$ cat src/rtl/program_loader.sv
// Boot loader: receives a length-prefixed little-endian program image over a byte stream,
// writes it into instruction memory, and releases the core from reset after a good checksum.
module program_loader #(
    parameter int ADDR_WIDTH  = 10,
    parameter int HOLD_CYCLES = 4
) (
    input  logic                  clock,
    input  logic                  reset,
    input  logic                  rx_valid,
    input  logic [7:0]            rx_data,
    output logic                  rx_ready,
    output logic                  imem_we,
    output logic [ADDR_WIDTH-1:0] imem_addr,
    output logic [31:0]           imem_wdata,
    output logic                  core_reset,
    output logic                  done,
    output logic                  error
);

    typedef enum logic [2:0] {
        S_LEN,
        S_DATA,
        S_CSUM,
        S_HOLD,
        S_RUN,
        S_ERROR
    } state_t;

    localparam logic [32:0]   CAPACITY  = 33'(1) << ADDR_WIDTH;
    localparam int            HW        = (HOLD_CYCLES > 1) ? $clog2(HOLD_CYCLES) : 1;
    localparam logic [HW-1:0] HOLD_LAST = HW'(HOLD_CYCLES - 1);

    state_t                state_q, state_d;
    logic [1:0]            byte_q, byte_d;
    logic [31:0]           len_q, len_d;
    logic [31:0]           word_q, word_d;
    logic [7:0]            sum_q, sum_d;
    logic [ADDR_WIDTH:0]   widx_q, widx_d;
    logic [HW-1:0]         hold_q, hold_d;
    logic                  ready_q, ready_d;
    logic                  we_q, we_d;
    logic [ADDR_WIDTH-1:0] addr_q, addr_d;
    logic [31:0]           wdata_q, wdata_d;
    logic                  corerst_q, corerst_d;
    logic                  done_q, done_d;
    logic                  err_q, err_d;

    logic        accept;
    logic [31:0] len_next;
    logic [31:0] word_next;

    assign accept    = rx_valid && ready_q;
    // Bytes enter at the top and shift down, so the first byte ends up in bits 7:0.
    assign len_next  = {rx_data, len_q[31:8]};
    assign word_next = {rx_data, word_q[31:8]};

    always_comb begin
        state_d = state_q;
        byte_d  = byte_q;
        len_d   = len_q;
        word_d  = word_q;
        sum_d   = sum_q;
        widx_d  = widx_q;
        hold_d  = hold_q;
        we_d    = 1'b0;
        addr_d  = addr_q;
        wdata_d = wdata_q;

        case (state_q)
            S_LEN: begin
                if (accept) begin
                    len_d  = len_next;
                    sum_d  = sum_q + rx_data;
                    byte_d = byte_q + 2'd1;
                    if (byte_q == 2'd3) begin
                        if ({1'b0, len_next} > CAPACITY) state_d = S_ERROR;
                        else if (len_next == 32'd0)      state_d = S_CSUM;
                        else                             state_d = S_DATA;
                    end
                end
            end
            S_DATA: begin
                if (accept) begin
                    word_d = word_next;
                    sum_d  = sum_q + rx_data;
                    byte_d = byte_q + 2'd1;
                    if (byte_q == 2'd3) begin
                        we_d    = 1'b1;
                        wdata_d = word_next;
                        addr_d  = widx_q[ADDR_WIDTH-1:0];
                        widx_d  = widx_q + 1'b1;
                        if (32'(widx_q) == len_q - 32'd1) state_d = S_CSUM;
                    end
                end
            end
            S_CSUM: begin
                if (accept) begin
                    hold_d  = '0;
                    state_d = (rx_data == sum_q) ? S_HOLD : S_ERROR;
                end
            end
            S_HOLD: begin
                if (hold_q == HOLD_LAST) state_d = S_RUN;
                else                     hold_d  = hold_q + 1'b1;
            end
            default: ;
        endcase

        // Status outputs are registered from the next state so they change only on an edge.
        ready_d   = state_d inside {S_LEN, S_DATA, S_CSUM};
        corerst_d = (state_d != S_RUN);
        done_d    = (state_d == S_RUN);
        err_d     = (state_d == S_ERROR);
    end

    always_ff @(posedge clock or posedge reset) begin
        if (reset) begin
            state_q   <= S_LEN;
            byte_q    <= '0;
            len_q     <= '0;
            word_q    <= '0;
            sum_q     <= '0;
            widx_q    <= '0;
            hold_q    <= '0;
            ready_q   <= 1'b1;
            we_q      <= 1'b0;
            addr_q    <= '0;
            wdata_q   <= '0;
            corerst_q <= 1'b1;
            done_q    <= 1'b0;
            err_q     <= 1'b0;
        end else begin
            state_q   <= state_d;
            byte_q    <= byte_d;
            len_q     <= len_d;
            word_q    <= word_d;
            sum_q     <= sum_d;
            widx_q    <= widx_d;
            hold_q    <= hold_d;
            ready_q   <= ready_d;
            we_q      <= we_d;
            addr_q    <= addr_d;
            wdata_q   <= wdata_d;
            corerst_q <= corerst_d;
            done_q    <= done_d;
            err_q     <= err_d;
        end
    end

    assign rx_ready   = ready_q;
    assign imem_we    = we_q;
    assign imem_addr  = addr_q;
    assign imem_wdata = wdata_q;
    assign core_reset = corerst_q;
    assign done       = done_q;
    assign error      = err_q;

endmodule

$ cat config.mk
export PLATFORM = sky130hd
export DESIGN_NAME = program_loader
export DESIGN_NICKNAME = d
export VERILOG_FILES = /design/src/rtl/program_loader.sv
export SDC_FILE = /design/constraint.sdc
export NUM_CORES = 1
export LEC_CHECK = 0
export BUFFER_PORTS_ARGS = -buffer_cell sky130_fd_sc_hd__buf_4
export CORE_AREA = 2 2 112 114
export DETAILED_ROUTE_END_ITERATION = 16
export DIE_AREA = 0 0 114 116
export PLACE_DENSITY = 0.7
export SLEW_MARGIN = 40
export SYNTH_ARGS = -nofsm -noshare
export SYNTH_HDL_FRONTEND = slang
export SYNTH_SLANG_ARGS = --single-unit
$ cat constraint.sdc
create_clock -name clock -period 8 [get_ports clock]
set_input_delay 1.6 -clock clock [delete_from_list [all_inputs] [get_ports clock]]
set_output_delay 1.6 -clock clock [all_outputs]
set_load 0.005 [all_outputs]
==> metrics.md, run 1 <==
| Metric | Value |
|---|---|
| Share of the synthesized area in the top cell type | 0.522 |
| Async set-or-reset flop fraction in the synthesized netlist | 1.00 |
| Clock Skews | 6.34 ps |
| Syn_area_per_cell | 11.9 µm² |
| Std cell rows | 40 |
| Root Buffer | clkbuf_16 |
| Antenna diodes | 0 |
| Die width | 114 µm |
| Via Count | 4237 |
| Reg-to-reg endpoint | core_reset$_DFF_PP1_ |
| Buffers on Ports | 57 |
| Gr ovfl total | 0 |
| Post-CTS sizing | 0 |
| Outcome | finished, final reports clean |
| Critical Path End Type | register |
| Final period util | 0.445 |
| CTS tree | built |
| Area contributors post-synth | dfrtp_1 52%, mux2_2 17%, xnor2_1 3.0% |
| Reg power frac | 0.466 |
| Maximum clock insertion buffer count | 2 |
| I/O pin count | 58 |
| Pwr dens | 195 nW/µm² |
| CP Max Fanout | 12 |
| Vias in the first global route | 4229 |
| Crit path time final | 3560 ps |
| Fmax | 0.281 GHz |
| GRT Overall Usage | 0.212 |
| Hold path endpoint | sum_q[0]$_DFFE_PP0P_ |
| CP max stage delay | 740 ps |
| Final GP Congestion | 0.884 |
| Routed wire length | 12.9 mm |
| R2R depth | 8 |
| Worst Setup Path Type | register to register |
| Fin. Hold Viols | 0 |
| Switching share of power | 0.205 |
| Part of the power in the clock network | 0.515 |
| Max-slew violation count | 0 |
| Mapped cell area | 6090 µm² |
| Storage element area | 3230 µm² |
| DP HPWL | 8.97 mm |
| Internal power | 1.11 mW |
| Initial Utilization | 0.512 |
| Die footprint | 13200 µm² |
| Max-cap violations | 0 |
| Worst Tran Pin Value | 810 ps |
| Hold Path Depth | 2 |
| DR iter-0 viols | 222 |
| Sw Pwr | 288 µW |
| Crit-path cells | or4_1 -> or4_4 -> o31a_1 -> a2111oi_1 -> nor4b_2 -> nand2_1 -> a31o_1 -> or3b_1 |
| Core ar. | 11900 µm² |
| Cts bufs inserted | 17 |
| Pre-antenna DRT Iters | 4 |
| RR Startpoint | len_q[0]$_DFFE_PP0P_ |
| Via density | 5.86 |
| Data required, critical path | 8330 ps |
| Hold_buf cts | 0 |
| Post-CTS Setup Inserts | 0 |
| First-pass GRT wire length | 21.7 mm |
| Comb pwr share | 0.019 |
| Worst-path clk slew | 60 ps |
| Synth Flop Type | dfrtp_1 |
| Worst Hold Launch | sum_q[0]$_DFFE_PP0P_ |
| Worst Hold Class | register to register |
| CP max stage cell | or4_1 |
| Layout cells sized above 1 | 0.333 |
| CP startpoint kind | register |
| CP Data Arrival Time | 3890 ps |
| Sequential area share after synthesis | 0.530 |
| Pin count of the biggest net entering global routing | 71 |
| Antenna violations before repair | 0 |
| Setup tns final | 0 ps |
| Multi-input logic area | 2700 µm² |
| R2r setup slk | 4440 ps |
| CTS Sinks | 129 |
| Antenna Nets Post-Route | 0 |
| Total Nets Final | 589 |
| Seq cells post-synth | 129 |
| Hold WS | 484 ps |
| Leak | 3.52 nW |
| Area leader, netlist | dfrtp_1 |
| Synth-to-Final Area Change | 18.1% |
| Post-synth cell types | 63 |
| Fillers | 950 |
| Max VDD drop | 0.137 mV |
| Latest clock arrival within the worst-skew pair | 420 ps |
| Syn nets | 534 |
| H-tree levels | 4 |
| Ys Warns | 0 |
| RSZ-0062 raised after global routing | no |
| Die Ht | 116 µm |
| WL per Instance | 17.8 µm |
| Remaining DRCs | 0 |
| Syn Inst Count | 511 |
| Slew headroom | 0.456 |
| Post-synth EDFFs | 0 |
| Final setup fails | 0 |
[synth_stat cells (all sizes together) (5+ instances only)]
master	n
nor3	11
nor2	15
or3	8
mux2	93
inv	20
nor4	14
or4	11
nand3	8
xnor2	21
xor2	6
a21oi	13
buf	7
o21ai	23
nand4	8
ha	11
dfrtp	127
o31ai	5
clkbuf	17
nand2	35
[through the flow]
step | setup WS (ps) | total power, mW | util | cell area [µm²] | std cells
global placement | 4090 | 0.691 | 0.557 | 6640 | 694
global route | 4150 | 1.44 | 0.604 | 7200 | 723
detailed placement | 3990 | 0.692 | 0.558 | 6640 | 694
finish | 4440 | 1.40 | 0.604 | 7200 | 723
CTS | 4440 | 1.41 | 0.604 | 7190 | 723
floorplan | 2960 | 0.679 | - | 6090 | 511
[power groups by stage]
stage          logic (mW)  registers, mW  clock network (mW)
2_1_floorplan      0.0142          0.665                   0
3_3_place_gp       0.0262          0.664                   0
3_5_place_dp       0.0272          0.664                   0
4_1_cts            0.0273          0.653               0.732
5_1_grt            0.0304          0.653               0.760
6_report           0.0262          0.653               0.721
[critical path: cells and delay by family, from the launching register on]
family | cells | cell delay (ps)
simple gates | 5 | 2110
compound gates | 3 | 950
flops | 1 | 410
[registers in the layout, summed over array words and instances (netlist names)]
name / flops
core_reset: 1
sum_q: 8
imem_wdata: 32
imem_we: 1
state_q: 3
imem_addr: 10
rx_ready: 1
hold_q: 2
byte_q: 2
done: 1
error: 1
len_q: 32
word_q: 24
widx_q: 11
[worst max path at each step]
| stage | from | to | slack (ps) | cells after the start |
|---|---|---|---|---|
| after floorplan | reset | byte_q[0]$_DFFE_PP0P_ | 2960 | 1 |
| after global placement | rx_valid | core_reset$_DFF_PP1_ | 4090 | 9 |
| after detailed placement | rx_valid | core_reset$_DFF_PP1_ | 3990 | 9 |
| after CTS | rx_valid | core_reset$_DFF_PP1_ | 4440 | 9 |
| after global routing | rx_data[1] | core_reset$_DFF_PP1_ | 4150 | 9 |
| final | len_q[0]$_DFFE_PP0P_ | core_reset$_DFF_PP1_ | 4440 | 8 |
[cell type report]
type | count | area share
flip-flops and latches | 129 | 0.449
multi-input cells | 338 | 0.375
repair buffers | 60 | 0.0631
clock buffers | 20 | 0.0607
well taps | 147 | 0.0256
clock inverters | 9 | 0.0155
inverters | 20 | 0.0108
[cell families (layout without fill, tap and decap cells)]
logic type / count (synthesis) / count (layout) / synth area share
AOI/OAI and AO/OA: 74 / 74 / 0.0817
xor gates and xnor gates: 27 / 27 / 0.0388
adders and majority gates: 12 / 12 / 0.0259
buffers and inverters: 44 / 109 / 0.0292
DFF: 129 / 129 / 0.530
muxes: 94 / 94 / 0.174
and+or+nand+nor: 131 / 131 / 0.121
[cell usage in the layout, fill, tap and decap left out, types with 3 or more instances in the layout]
cell and count:
a21oi_1 12, a311oi_1 3, and3_1 3, buf_4 59, clkbuf_1 3, clkbuf_16 17, dfrtp_1 127, ha_1 11
inv_1 19, mux2_2 93, nand2_1 34, nand3_1 8, nand4_1 8, nor2_1 14, nor3_1 11, nor4_1 13
o21ai_0 22, o21bai_1 4, o311ai_0 3, o31ai_1 5, or3_1 8, or4_1 10, xnor2_1 21, xor2_1 6
[routing by layer]
metal	up-vias	wire [µm]	GRT usage
met5	-	0	0
met4	0	217	0.0829
met3	21	481	0.0471
met2	92	6350	0.340
met1	2136	5830	0.284
li1	1988	-	-
(Power assumes the default switching activity.)
==> inputs of run 2 (changes only) <==
--- a/config.mk
+++ b/config.mk
@@ -5,11 +5,12 @@
 export SDC_FILE = /design/constraint.sdc
 export NUM_CORES = 1
 export LEC_CHECK = 0
+export ABC_AREA = 1
 export BUFFER_PORTS_ARGS = -buffer_cell sky130_fd_sc_hd__buf_4
-export CORE_AREA = 2 2 112 114
+export CORE_AREA = 2 2 116 118
 export DETAILED_ROUTE_END_ITERATION = 16
-export DIE_AREA = 0 0 114 116
-export PLACE_DENSITY = 0.7
+export DIE_AREA = 0 0 118 120
+export PLACE_DENSITY = 0.73
 export SLEW_MARGIN = 40
 export SYNTH_ARGS = -nofsm -noshare
 export SYNTH_HDL_FRONTEND = slang
==> constraint.sdc (replaced) <==
create_clock -name clock -period 3 [get_ports clock]
set_input_delay 0.6 -clock clock [delete_from_list [all_inputs] [get_ports clock]]
set_output_delay 0.6 -clock clock [all_outputs]
set_load 0.005 [all_outputs]
==> metrics.md, run 2 <==
| Metric | Value |
|---|---|
| Outcome | finished, final reports clean |
| Post-CTS Setup Inserts | 0 |
| Syn nets | 849 |
| Via Count | 5454 |
| Sequential area share after synthesis | 0.491 |
| Met2 GRT Util | 0.380 |
| Total Nets Final | 917 |
| Worst Setup Path Type | register to register |
| Setup tns final | 0 ps |
| Final period util | 0.761 |
| Max VDD drop | 0.600 mV |
| Critical Path End Type | register |
| Hold_buf cts | 0 |
| Leak | 4.11 nW |
| CP Max Fanout | 4 |
| Root Buffer | clkbuf_16 |
| Synth Flop Type | dfrtp_1 |
| Cell with the most instances after synthesis | nand2_1 |
| CTS Sinks | 129 |
| CP Data Arrival Time | 2640 ps |
| Std cell rows | 42 |
| Fmax | 0.438 GHz |
| Post-synth cell types | 33 |
| GR Util met1 | 0.308 |
| Seq cells post-synth | 129 |
| Hold WS | 174 ps |
| Setup ws final | 716 ps |
| Worst Tran Pin Value | 545 ps |
| Pin count of the biggest net entering global routing | 61 |
| Crit path time final | 2280 ps |
| Worst Hold Class | input port to asynchronous set/reset pin |
| Most frequent cells in the layout | 280 x nand2_1, 127 x dfrtp_1, 84 x inv_1 |
| Area contributors post-synth | dfrtp_1 48%, nand2_1 16%, o21ai_0 5.2% |
| Gr ovfl total | 0 |
| Most common library cells after synthesis | 281 x nand2_1, 127 x dfrtp_1, 85 x inv_1 |
| First-pass GRT wire length | 25.9 mm |
| Pre-antenna DRT Iters | 5 |
| Core ar. | 13000 µm² |
| Ys Warns | 0 |
| Die Ht | 120 µm |
| CP bufs+invs | 1 |
| CP startpoint kind | register |
| Vias in the first global route | 5279 |
| Routed wire length | 15.4 mm |
| Post-synth EDFFs | 0 |
| CP max stage delay | 390 ps |
| GRT Overall Usage | 0.232 |
| RSZ-0062 raised after global routing | no |
| Share of the synthesized area in the top cell type | 0.483 |
| Cts bufs inserted | 17 |
| Antenna Nets Post-Route | 0 |
| Pwr dens | 958 nW/µm² |
| Layout cells sized above 1 | 0.183 |
| Die footprint | 14200 µm² |
| Synth-to-Final Area Change | 20.5% |
| Via density | 5.04 |
| CP top delay family | simple AND/OR/NAND/NOR gates |
| Antenna violations before repair | 0 |
| H-tree levels | 4 |
| Crit-path cells | inv_2 -> ha_1 -> nand2_1 -> nor2_1 -> nand2_1 -> nand2_1 -> nand2_1 -> nor2_1 -> nand2_1 -> nor2_1 -> nand2_1 -> nor2_2 -> nand3_1 -> nand2_1 -> nand2_1 -> nand2_2 -> nor2_1 -> nor2_1 |
| Syn Inst Count | 826 |
| Final GP Congestion | 0.920 |
| DP HPWL | 10.9 mm |
| Antenna diodes | 0 |
| Die width | 118 µm |
| Crit-path most repeated cell | nand2_1 |
| Maximum clock insertion buffer count | 2 |
| CP max stage cell | dfrtp_1 |
| Fillers | 1149 |
| Latest clock arrival within the worst-skew pair | 430 ps |
| Slew headroom | 0.637 |
| Max-slew violation count | 0 |
| Busiest grt layer | met2 |
| Post-CTS sizing | 0 |
| Buffers on Ports | 57 |
| Clock Skews | 8.61 ps |
| I/O pin count | 58 |
| Max-cap violations | 0 |
| Initial Utilization | 0.507 |
| Worst-path clk slew | 60 ps |
| Remaining DRCs | 0 |
| Area leader, netlist | dfrtp_1 |
| DR iter-0 viols | 402 |
| Async set-or-reset flop fraction in the synthesized netlist | 1.00 |
| Final setup fails | 0 |
| Syn_area_per_cell | 7.97 µm² |
| Fin. Hold Viols | 0 |
| Met3 Use GR | 0.0442 |
| Data required, critical path | 3360 ps |
| WL per Instance | 14.2 µm |
| Commonest non-fill, non-tap cell in the layout | nand2_1 |
| CTS tree | built |
| Post-Place Setup Slack | 702 ps |
| Mapped cell area | 6590 µm² |
==> run 2: cell types whose count changed after synthesis, moves of 10 or more <==
cell | previous run | this run
inv_1 | 20 | 85
nand2_1 | 35 | 281
nor2_2 | 0 | 14
o21ai_0 | 22 | 69
nor4_1 | 13 | 3
nor2_1 | 15 | 73
nand3_1 | 8 | 33
nand2_2 | 0 | 11
mux2_2 | 93 | 16
or4_1 | 10 | 0
==> run 2: cell type report <==
type	instances	area (µm²)	share of cell area
clock inverter	11	176	0.0222
sequential	129	3230	0.407
timing repair buffer	69	568	0.0716
multi-input combinational	586	2940	0.371
inverter	91	345	0.0435
clock buffer	20	457	0.0575
tap	176	220	0.0277
==> run 2: per-stage QoR <==
stage,instances,instance area (µm²),util,total power [mW]
floorplan,826,6590,-,4.58
finish,1082,7940,0.612,7.60
CTS,1082,7940,0.612,7.61
global placement,1050,7280,0.561,5.32
detailed placement,1051,7310,0.563,5.35
global route,1082,7940,0.612,8.15
==> run 2: worst reg2reg max path, stage by stage, from the launching register on <==
cell and delay, ps:
dfrtp_1 390, inv_2 100, ha_1 200, nand2_1 110, nor2_1 200, nand2_1 160
nand2_1 90, nand2_1 50, nor2_1 90, nand2_1 60, nor2_1 100, nand2_1 80
nor2_2 130, nand3_1 90, nand2_1 60, nand2_1 60, nand2_2 100, nor2_1 60
nor2_1 90
==> run 2: path summary, 6_finish.rpt <==
path	from	slack (ps)	cells past startpoint	to
max reg2reg	len_q[0]$_DFFE_PP0P_	720	18	rx_ready$_DFF_PP1_
min reg2reg	word_q[14]$_DFFE_PP0P_	470	2	imem_wdata[6]$_DFFE_PP0P_
max	len_q[0]$_DFFE_PP0P_	720	18	rx_ready$_DFF_PP1_
max in group asynchronous	reset	2280	3	core_reset$_DFF_PP1_
min in group clock	rx_data[2]	430	3	len_q[26]$_DFFE_PP0P_
min	reset	170	2	word_q[26]$_DFFE_PP0P_
==> run 2: cell families after synthesis <==
| family | share of synthesized area |
|---|---|
| muxes | 0.0274 |
| buffers and inverters | 0.0644 |
| AOI/OAI and AO/OA | 0.0657 |
| and+or+nand+nor | 0.297 |
| adders and majority gates | 0.0239 |
| xor gates and xnor gates | 0.0306 |
| DFF | 0.491 |
==> run 2: report_power, final <==
group,internal [mW],switching [mW]
clock network,1.44,0.785
registers,2.28,0.554
logic,0.976,1.57
==> run 2: routing by layer <==
layer	vias to the layer above	part of all wire
li1	2738	-
met1	2550	0.46
met2	146	0.48
met3	20	0.045
met4	0	0.018
met5	-	0
